**config.mk**
```make
export PLATFORM = sky130hd
export DESIGN_NAME = clk_divider_multi_flat
export DESIGN_NICKNAME = d
export VERILOG_FILES = /design/src/rtl/clk_divider_multi_if.sv /design/src/rtl/clk_divider_multi.sv /design/src/flat_wrapper.sv
export SDC_FILE = /design/constraint.sdc
export NUM_CORES = 1
export LEC_CHECK = 0
export CORE_MARGIN = 4
export CORE_UTILIZATION = 40
export CTS_CLUSTER_DIAMETER = 60
export DETAILED_ROUTE_END_ITERATION = 10
export HOLD_SLACK_MARGIN = 0.12
export SYNTH_ARGS = -nofsm -noshare
export SYNTH_HDL_FRONTEND = slang
export SYNTH_SLANG_ARGS = --single-unit
```
**constraint.sdc**
```tcl
create_clock -name clk -period 5 [get_ports clk]
set_input_delay 1 -clock clk [delete_from_list [all_inputs] [get_ports clk]]
set_output_delay 1 -clock clk [all_outputs]
set_load 0.01 [all_outputs]
```
**src/rtl/clk_divider_multi_if.sv**
```systemverilog
// Configuration/control bundle and divided-clock status for clk_divider_multi.
// Latency: none (wires only); all timing lives in the divider itself.
// Backpressure: none; cfg_write and sync are single-cycle strobes that are always accepted.
interface clk_divider_multi_if #(
    parameter int NUM_CHANNELS       = 4,
    parameter int COUNTER_BITS       = 32,
    parameter int PULSE_CONTROL_BITS = 32,
    parameter int CH_SEL_BITS        = 2
) ();
    logic                          cfg_write;
    logic [CH_SEL_BITS-1:0]        cfg_ch;
    logic [1:0]                    cfg_mode;
    logic [COUNTER_BITS-1:0]       cfg_divider;
    logic [PULSE_CONTROL_BITS-1:0] cfg_pulse;
    logic                          sync;
    logic [NUM_CHANNELS-1:0]       out_enable;
    logic [NUM_CHANNELS-1:0]       clk_o;
    logic [NUM_CHANNELS-1:0]       busy;
    logic [NUM_CHANNELS-1:0]       done;

    // Controller side: drives configuration, observes outputs.
    modport master (
        output cfg_write, cfg_ch, cfg_mode, cfg_divider, cfg_pulse, sync, out_enable,
        input  clk_o, busy, done
    );

    // Divider side.
    modport slave (
        input  cfg_write, cfg_ch, cfg_mode, cfg_divider, cfg_pulse, sync, out_enable,
        output clk_o, busy, done
    );
endinterface

```
**src/rtl/clk_divider_multi.sv**
```systemverilog
// Multi-channel programmable clock divider: free-run, counted burst of P periods, or stop.
// Latency: after a config write at edge E0, first clk_o rise at E0+D+1, first fall at E0+2D+2.
// Backpressure: none; writes to a channel index beyond NUM_CHANNELS are silently dropped.
module clk_divider_multi #(
    parameter int NUM_CHANNELS       = 4,
    parameter int COUNTER_BITS       = 32,
    parameter int PULSE_CONTROL_BITS = 32,
    parameter int CH_SEL_BITS        = 2
) (
    input  logic                    clk,
    input  logic                    reset,
    clk_divider_multi_if.slave      bus
);

    typedef enum logic [1:0] {
        ST_IDLE  = 2'd0,
        ST_RUN   = 2'd1,
        ST_BURST = 2'd2,
        ST_DONE  = 2'd3
    } ch_state_t;

    for (genvar i = 0; i < NUM_CHANNELS; i++) begin : g_ch
        ch_state_t                     st_q,   st_nxt;
        logic [COUNTER_BITS-1:0]       div_q,  div_nxt;
        logic [COUNTER_BITS-1:0]       cnt_q,  cnt_nxt;
        logic [PULSE_CONTROL_BITS-1:0] rem_q,  rem_nxt;
        logic                          ph_q,   ph_nxt;
        logic                          clk_o_q, busy_q, done_q;
        logic                          sel;
        logic                          active_nxt;

        // Only an exact channel match loads config; out-of-range indices match nothing.
        assign sel = bus.cfg_write && (bus.cfg_ch == CH_SEL_BITS'(i));

        // Next-state: config write beats sync, sync beats counting, burst ends on the 1->0 toggle.
        always_comb begin
            st_nxt  = st_q;
            div_nxt = div_q;
            cnt_nxt = cnt_q;
            rem_nxt = rem_q;
            ph_nxt  = ph_q;
            if (sel) begin
                div_nxt = bus.cfg_divider;
                rem_nxt = bus.cfg_pulse;
                cnt_nxt = '0;
                ph_nxt  = 1'b0;
                case (bus.cfg_mode)
                    2'b01:   st_nxt = ST_RUN;
                    2'b10:   st_nxt = (bus.cfg_pulse == '0) ? ST_DONE : ST_BURST;
                    default: st_nxt = ST_IDLE;
                endcase
            end else if (st_q == ST_RUN || st_q == ST_BURST) begin
                if (bus.sync) begin
                    // A high phase cut short here never reaches the decrement below.
                    cnt_nxt = '0;
                    ph_nxt  = 1'b0;
                end else if (cnt_q == div_q) begin
                    cnt_nxt = '0;
                    ph_nxt  = ~ph_q;
                    if (st_q == ST_BURST && ph_q) begin
                        rem_nxt = rem_q - PULSE_CONTROL_BITS'(1);
                        if (rem_q == PULSE_CONTROL_BITS'(1)) begin
                            st_nxt = ST_DONE;
                        end
                    end
                end else begin
                    cnt_nxt = cnt_q + COUNTER_BITS'(1);
                end
            end
        end

        assign active_nxt = (st_nxt == ST_RUN) || (st_nxt == ST_BURST);

        // State and registered outputs; clk_o is the gated next phase so it is glitch-free.
        always_ff @(posedge clk) begin
            if (reset) begin
                st_q    <= ST_IDLE;
                div_q   <= '0;
                cnt_q   <= '0;
                rem_q   <= '0;
                ph_q    <= 1'b0;
                clk_o_q <= 1'b0;
                busy_q  <= 1'b0;
                done_q  <= 1'b0;
            end else begin
                st_q    <= st_nxt;
                div_q   <= div_nxt;
                cnt_q   <= cnt_nxt;
                rem_q   <= rem_nxt;
                ph_q    <= ph_nxt;
                clk_o_q <= ph_nxt & bus.out_enable[i] & active_nxt;
                busy_q  <= active_nxt;
                done_q  <= (st_nxt == ST_DONE);
            end
        end

        assign bus.clk_o[i] = clk_o_q;
        assign bus.busy[i]  = busy_q;
        assign bus.done[i]  = done_q;
    end

endmodule

```
**src/flat_wrapper.sv**
```systemverilog
// flat-port wrapper written by rule: the top's interface ports become plain ports
module clk_divider_multi_flat 
#(
    parameter int NUM_CHANNELS       = 4,
    parameter int COUNTER_BITS       = 32,
    parameter int PULSE_CONTROL_BITS = 32,
    parameter int CH_SEL_BITS        = 2
)
  (clk, reset, bus_cfg_write, bus_cfg_ch, bus_cfg_mode, bus_cfg_divider, bus_cfg_pulse, bus_sync, bus_out_enable, bus_clk_o, bus_busy, bus_done);
  clk_divider_multi_if #(.NUM_CHANNELS(NUM_CHANNELS), .COUNTER_BITS(COUNTER_BITS), .PULSE_CONTROL_BITS(PULSE_CONTROL_BITS), .CH_SEL_BITS(CH_SEL_BITS)) bus_i ();
  input  logic clk;
  input  logic reset;
  input wire logic [$bits(bus_i.cfg_write)-1:0] bus_cfg_write;
  input wire logic [$bits(bus_i.cfg_ch)-1:0] bus_cfg_ch;
  input wire logic [$bits(bus_i.cfg_mode)-1:0] bus_cfg_mode;
  input wire logic [$bits(bus_i.cfg_divider)-1:0] bus_cfg_divider;
  input wire logic [$bits(bus_i.cfg_pulse)-1:0] bus_cfg_pulse;
  input wire logic [$bits(bus_i.sync)-1:0] bus_sync;
  input wire logic [$bits(bus_i.out_enable)-1:0] bus_out_enable;
  output wire logic [$bits(bus_i.clk_o)-1:0] bus_clk_o;
  output wire logic [$bits(bus_i.busy)-1:0] bus_busy;
  output wire logic [$bits(bus_i.done)-1:0] bus_done;
  assign bus_i.cfg_write = bus_cfg_write;
  assign bus_i.cfg_ch = bus_cfg_ch;
  assign bus_i.cfg_mode = bus_cfg_mode;
  assign bus_i.cfg_divider = bus_cfg_divider;
  assign bus_i.cfg_pulse = bus_cfg_pulse;
  assign bus_i.sync = bus_sync;
  assign bus_i.out_enable = bus_out_enable;
  assign bus_clk_o = bus_i.clk_o;
  assign bus_busy = bus_i.busy;
  assign bus_done = bus_i.done;
  clk_divider_multi #(.NUM_CHANNELS(NUM_CHANNELS), .COUNTER_BITS(COUNTER_BITS), .PULSE_CONTROL_BITS(PULSE_CONTROL_BITS), .CH_SEL_BITS(CH_SEL_BITS)) u_core (.clk(clk), .reset(reset), .bus(bus_i));
endmodule
```
==> flow_results.xml <==
<?xml version="1.0" encoding="UTF-8"?>
<metrics>
  <group name="run_status">
    <metric name="outcome" unit="">finished clean</metric>
  </group>
  <group name="floorplanning">
    <metric name="die_width" unit="µm">239</metric>
    <metric name="ioPinCount" unit="">88</metric>
    <metric name="floorplan.die_area" unit="µm²">57200</metric>
    <metric name="effective_utilization_at_floorplan" unit="%">40.5</metric>
    <metric name="placementRows" unit="">84</metric>
    <metric name="fp.coreArea" unit="µm²">52800</metric>
    <metric name="die-height" unit="µm">239</metric>
  </group>
  <group name="cells_and_area">
    <metric name="insertedDiodeCount" unit="">0</metric>
    <metric name="area_growth_syn_to_layout" unit="%">14.6</metric>
    <metric name="fin_util" unit="%">46.5</metric>
    <metric name="leading_cell_types_in_the_layout_fill_and_taps_excluded" unit="">417 x sky130_fd_sc_hd__nand2_1, 408 x sky130_fd_sc_hd__dfxtp_1, 201 x sky130_fd_sc_hd__a21oi_1, 190 x sky130_fd_sc_hd__nor2_1, 129 x sky130_fd_sc_hd__xor2_1</metric>
    <metric name="layout.nets" unit="">2798</metric>
    <metric name="layoutNonFillerInstCount" unit="">3427</metric>
    <metric name="seq_area" unit="µm²">8170</metric>
    <metric name="finished_cell_area" unit="µm²">24500</metric>
    <metric name="layout_commonest_cell" unit="">sky130_fd_sc_hd__nand2_1</metric>
    <metric name="layout-drive-gt1-share" unit="%">6.46</metric>
    <metric name="nFillCells" unit="">5127</metric>
    <metric name="multi_input_comb_area" unit="µm²">12300</metric>
  </group>
  <group name="critical_path">
    <metric name="critical_path_class" unit="">input port to register</metric>
    <metric name="cp-startpoint" unit="">bus_sync</metric>
    <metric name="critical_path.reg2reg.startpoint" unit="">u_core.g_ch[1].cnt_q[26]$_SDFFE_PP0N_</metric>
    <metric name="critical_path_required" unit="ns">5.48</metric>
    <metric name="r2r_cells" unit="">10</metric>
    <metric name="critical_path_arrival" unit="ns">4.40</metric>
    <metric name="regToRegSetupSlack" unit="ns">1.22</metric>
    <metric name="worst_setup_path_start_kind" unit="">input port</metric>
    <metric name="worst_setup_path_endpoint" unit="">u_core.g_ch[3].rem_q[26]$_SDFFE_PP0P_</metric>
    <metric name="worst_setup_path_end_kind" unit="">register</metric>
    <metric name="critPathMaxFanout" unit="">14</metric>
    <metric name="r2r-end" unit="">u_core.g_ch[1].clk_o_q$_SDFF_PP0_</metric>
  </group>
  <group name="yosys">
    <metric name="synth.cell_area" unit="µm²">21400</metric>
    <metric name="synth.ff_latch_count" unit="">408</metric>
    <metric name="ys_types" unit="">71</metric>
    <metric name="postSynth.asyncResetShare" unit="%">0</metric>
    <metric name="yosys-top-cells-area" unit="">sky130_fd_sc_hd__dfxtp_1 38%, sky130_fd_sc_hd__nand2_1 7.3%, sky130_fd_sc_hd__xor2_1 5.3%, sky130_fd_sc_hd__a21oi_1 4.7%, sky130_fd_sc_hd__nor2_1 3.4%</metric>
    <metric name="synth_seq_area_share" unit="%">38.2</metric>
    <metric name="synthDominantCellAreaShare" unit="%">38.2</metric>
    <metric name="synth_largest_area_cell" unit="">sky130_fd_sc_hd__dfxtp_1</metric>
    <metric name="yosysWarningCount" unit="">0</metric>
    <metric name="syn_avg_cell_area" unit="µm²">7.89</metric>
    <metric name="synth_ff_type" unit="">sky130_fd_sc_hd__dfxtp_1</metric>
    <metric name="syn_nets" unit="">2811</metric>
    <metric name="synth-edff-count" unit="">0</metric>
    <metric name="synthCells" unit="">2713</metric>
  </group>
  <group name="detailed_routing">
    <metric name="count_of_tritonroute_iterations_in_the_first_routing_pass" unit="">6</metric>
    <metric name="route.detailed.wl_per_inst" unit="µm">21.2</metric>
    <metric name="drt_wl_total" unit="µm">72600</metric>
    <metric name="detail_route.vias_per_cell" unit="">6.03</metric>
    <metric name="drt-initial-drc-count" unit="">2524</metric>
    <metric name="post_detailed_route_drc_marker_count" unit="">0</metric>
    <metric name="antenna_nets_post_route" unit="">0</metric>
    <metric name="via_count" unit="">20700</metric>
  </group>
  <group name="power_and_ir_drop">
    <metric name="power.share.clock" unit="%">47.0</metric>
    <metric name="power_switching_share" unit="%">27.1</metric>
    <metric name="pwr-share-seq" unit="%">40.7</metric>
    <metric name="p_per_area" unit="nW/µm²">345</metric>
    <metric name="power.net_switching" unit="mW">2.29</metric>
    <metric name="comb_power_share" unit="%">12.2</metric>
    <metric name="power.ir.vdd_worst" unit="mV">0.233</metric>
    <metric name="leakagePower" unit="nW">8.72</metric>
    <metric name="internal-power" unit="mW">6.16</metric>
  </group>
  <group name="sta">
    <metric name="worst_clock_skew" unit="ns">0.0309</metric>
    <metric name="hold_violations" unit="">0</metric>
    <metric name="layout_min_cycle_time" unit="ns">3.92</metric>
    <metric name="fin_crit_sh" unit="%">78.4</metric>
    <metric name="maxClockFrequency" unit="MHz">255</metric>
    <metric name="max-slew-margin-rel" unit="%">8.36</metric>
    <metric name="worst-slew-pin-transition" unit="ns">1.37</metric>
    <metric name="fin_setup_tns" unit="ns">0</metric>
    <metric name="final-setup-viol-count" unit="">0</metric>
    <metric name="final_max_slew_viol_count" unit="">0</metric>
    <metric name="rsz0062_at_grt" unit="">no</metric>
  </group>
  <group name="placement">
    <metric name="hpwl_dp" unit="µm">50900</metric>
    <metric name="gpl.final_weighted_congestion" unit="">0.919</metric>
    <metric name="place_inst" unit="">3338</metric>
    <metric name="io_buf_count" unit="">87</metric>
    <metric name="post_dp_cell_area" unit="µm²">22700</metric>
  </group>
  <group name="clock_network">
    <metric name="worst_setup_hold_path_clk_slew" unit="ns">0.06</metric>
    <metric name="cts_inserted_buffers" unit="">48</metric>
    <metric name="tritoncts" unit="">yes</metric>
    <metric name="clock_latency" unit="ns">0.60</metric>
    <metric name="clock_tree.root_cell" unit="">sky130_fd_sc_hd__clkbuf_16</metric>
    <metric name="numClockSinks" unit="">408</metric>
    <metric name="postCtsResizedCells" unit="">0</metric>
    <metric name="cts_max_path_buffers" unit="">3</metric>
    <metric name="post-cts-setup-buffer-count" unit="">0</metric>
    <metric name="holdBufCountCts" unit="">0</metric>
    <metric name="cts.htree.levels" unit="">2</metric>
  </group>
  <group name="grt">
    <metric name="grt_use_total" unit="%">24.3</metric>
    <metric name="grt_pass1_wl" unit="µm">111000</metric>
    <metric name="grt_overflow_total" unit="">0</metric>
    <metric name="antenna_found_initial" unit="">4</metric>
    <metric name="use_met3" unit="%">4.40</metric>
    <metric name="grt_pass1_vias" unit="">18800</metric>
    <metric name="grtUsageMet1" unit="%">34.9</metric>
    <metric name="global_route.peak_usage_layer" unit="">met2</metric>
    <metric name="global_route.usage.met2" unit="%">37.0</metric>
    <metric name="pin_count_of_the_biggest_net_entering_global_routing" unit="">108</metric>
  </group>
  <group name="flow_run">
    <metric name="maxCapViolCount" unit="">0</metric>
  </group>
  <group name="min_path">
    <metric name="hold_path_stages" unit="">2</metric>
    <metric name="holdCritPathClass" unit="">register to register</metric>
  </group>
</metrics>
sequential cells by signal (all words and copies together), names as in the netlist:
signal and count:
u_core.g_ch.cnt_q 128, u_core.g_ch.div_q 128, u_core.g_ch.rem_q 128, u_core.g_ch.st_q 8, u_core.g_ch.busy_q 4, u_core.g_ch.clk_o_q 4
u_core.g_ch.done_q 4, u_core.g_ch.ph_q 4
worst max-delay path, stage by stage:
cell and delay (ns):
sky130_fd_sc_hd__clkdlybuf4s50_1 0.49, sky130_fd_sc_hd__buf_4 0.21, sky130_fd_sc_hd__nand4bb_1 0.34, sky130_fd_sc_hd__or4_1 0.82, sky130_fd_sc_hd__nor3_2 0.27, sky130_fd_sc_hd__nand4_1 0.44, sky130_fd_sc_hd__or4_1 0.55, sky130_fd_sc_hd__a311oi_1 0.27
synthesized netlist by cell type, drive strengths merged, types with 3 or more instances:
master,instances
a211oi,56
clkbuf,159
and4,21
nand3,90
or4,59
o211ai,4
nand2b,19
o41ai,4
or3,69
nor2b,11
nor2,191
a21oi,202
nor3,47
ha,22
and2,15
a21o,6
nand3b,16
o2111ai,4
xor2,129
a22oi,5
nand2,417
nand4bb,3
o31a,7
nor3b,11
or2,26
inv,58
mux2i,34
nor4,92
a221oi,3
dfxtp,408
and3b,4
a311oi,51
o21ai,84
nor4b,4
a31oi,64
nand4b,7
nand4,86
o22ai,17
o31ai,36
and3,36
or3b,3
nor4bb,3
buf,33
xnor2,72
power groups by stage:
stage	clock, mW	sequential [mW]	combinational, mW
2_1_floorplan	0	3.48	0.641
3_3_place_gp	0	3.51	0.998
3_5_place_dp	0	3.51	1.02
4_1_cts	4.02	3.44	1.02
5_1_grt	4.16	3.45	1.12
6_report	3.98	3.44	1.03
logic make-up (layout without fill, tap and decap cells):
logic type | after synthesis | after routing | synth area share, %
DFF | 408 | 408 | 38.2
adders and majority gates | 22 | 22 | 1.29
and+or+nand+nor | 1231 | 1231 | 29.5
xor gates and xnor gates | 201 | 201 | 8.23
buffers and inverters | 250 | 276 | 4.60
muxes | 35 | 35 | 1.64
AOI/OAI and AO/OA | 566 | 566 | 16.6
cell type report:
type,instances,share of cell area (%)
tap,688,3.51
sequential,408,33.3
inverter,58,0.888
clock buffer,65,5.65
clock inverter,24,1.64
multi-input combinational,2055,50.2
timing repair buffer,129,4.85
per-stage QoR:
stage	setup slack [ns]	hold WS (ns)	power (mW)
2_1_floorplan	1.60	0.448	4.13
3_3_place_gp	0.703	0.454	4.51
3_5_place_dp	0.581	0.462	4.53
4_1_cts	1.21	0.469	8.48
5_1_grt	0.948	0.486	8.74
6_report	1.08	0.469	8.45
how the worst min path moves through the flow:
stage,end,slack (ns),from
2_1_floorplan,u_core.g_ch[1].div_q[29]$_SDFFE_PP0P_,0.45,u_core.g_ch[1].div_q[29]$_SDFFE_PP0P_
5_1_grt,u_core.g_ch[3].div_q[11]$_SDFFE_PP0P_,0.49,u_core.g_ch[3].div_q[11]$_SDFFE_PP0P_
3_5_place_dp,u_core.g_ch[2].div_q[12]$_SDFFE_PP0P_,0.46,u_core.g_ch[2].div_q[12]$_SDFFE_PP0P_
6_report,u_core.g_ch[2].div_q[3]$_SDFFE_PP0P_,0.47,u_core.g_ch[2].div_q[3]$_SDFFE_PP0P_
4_1_cts,u_core.g_ch[2].div_q[12]$_SDFFE_PP0P_,0.47,u_core.g_ch[2].div_q[12]$_SDFFE_PP0P_
3_3_place_gp,u_core.g_ch[1].div_q[30]$_SDFFE_PP0P_,0.45,u_core.g_ch[1].div_q[30]$_SDFFE_PP0P_
routing by layer:
layer  wire [µm]  up-vias
met5          54        -
met4        2200        8
met3        5330      143
met2       31800      743
met1       33300     9987
li1            -     9798
(Power assumes the default switching activity.)
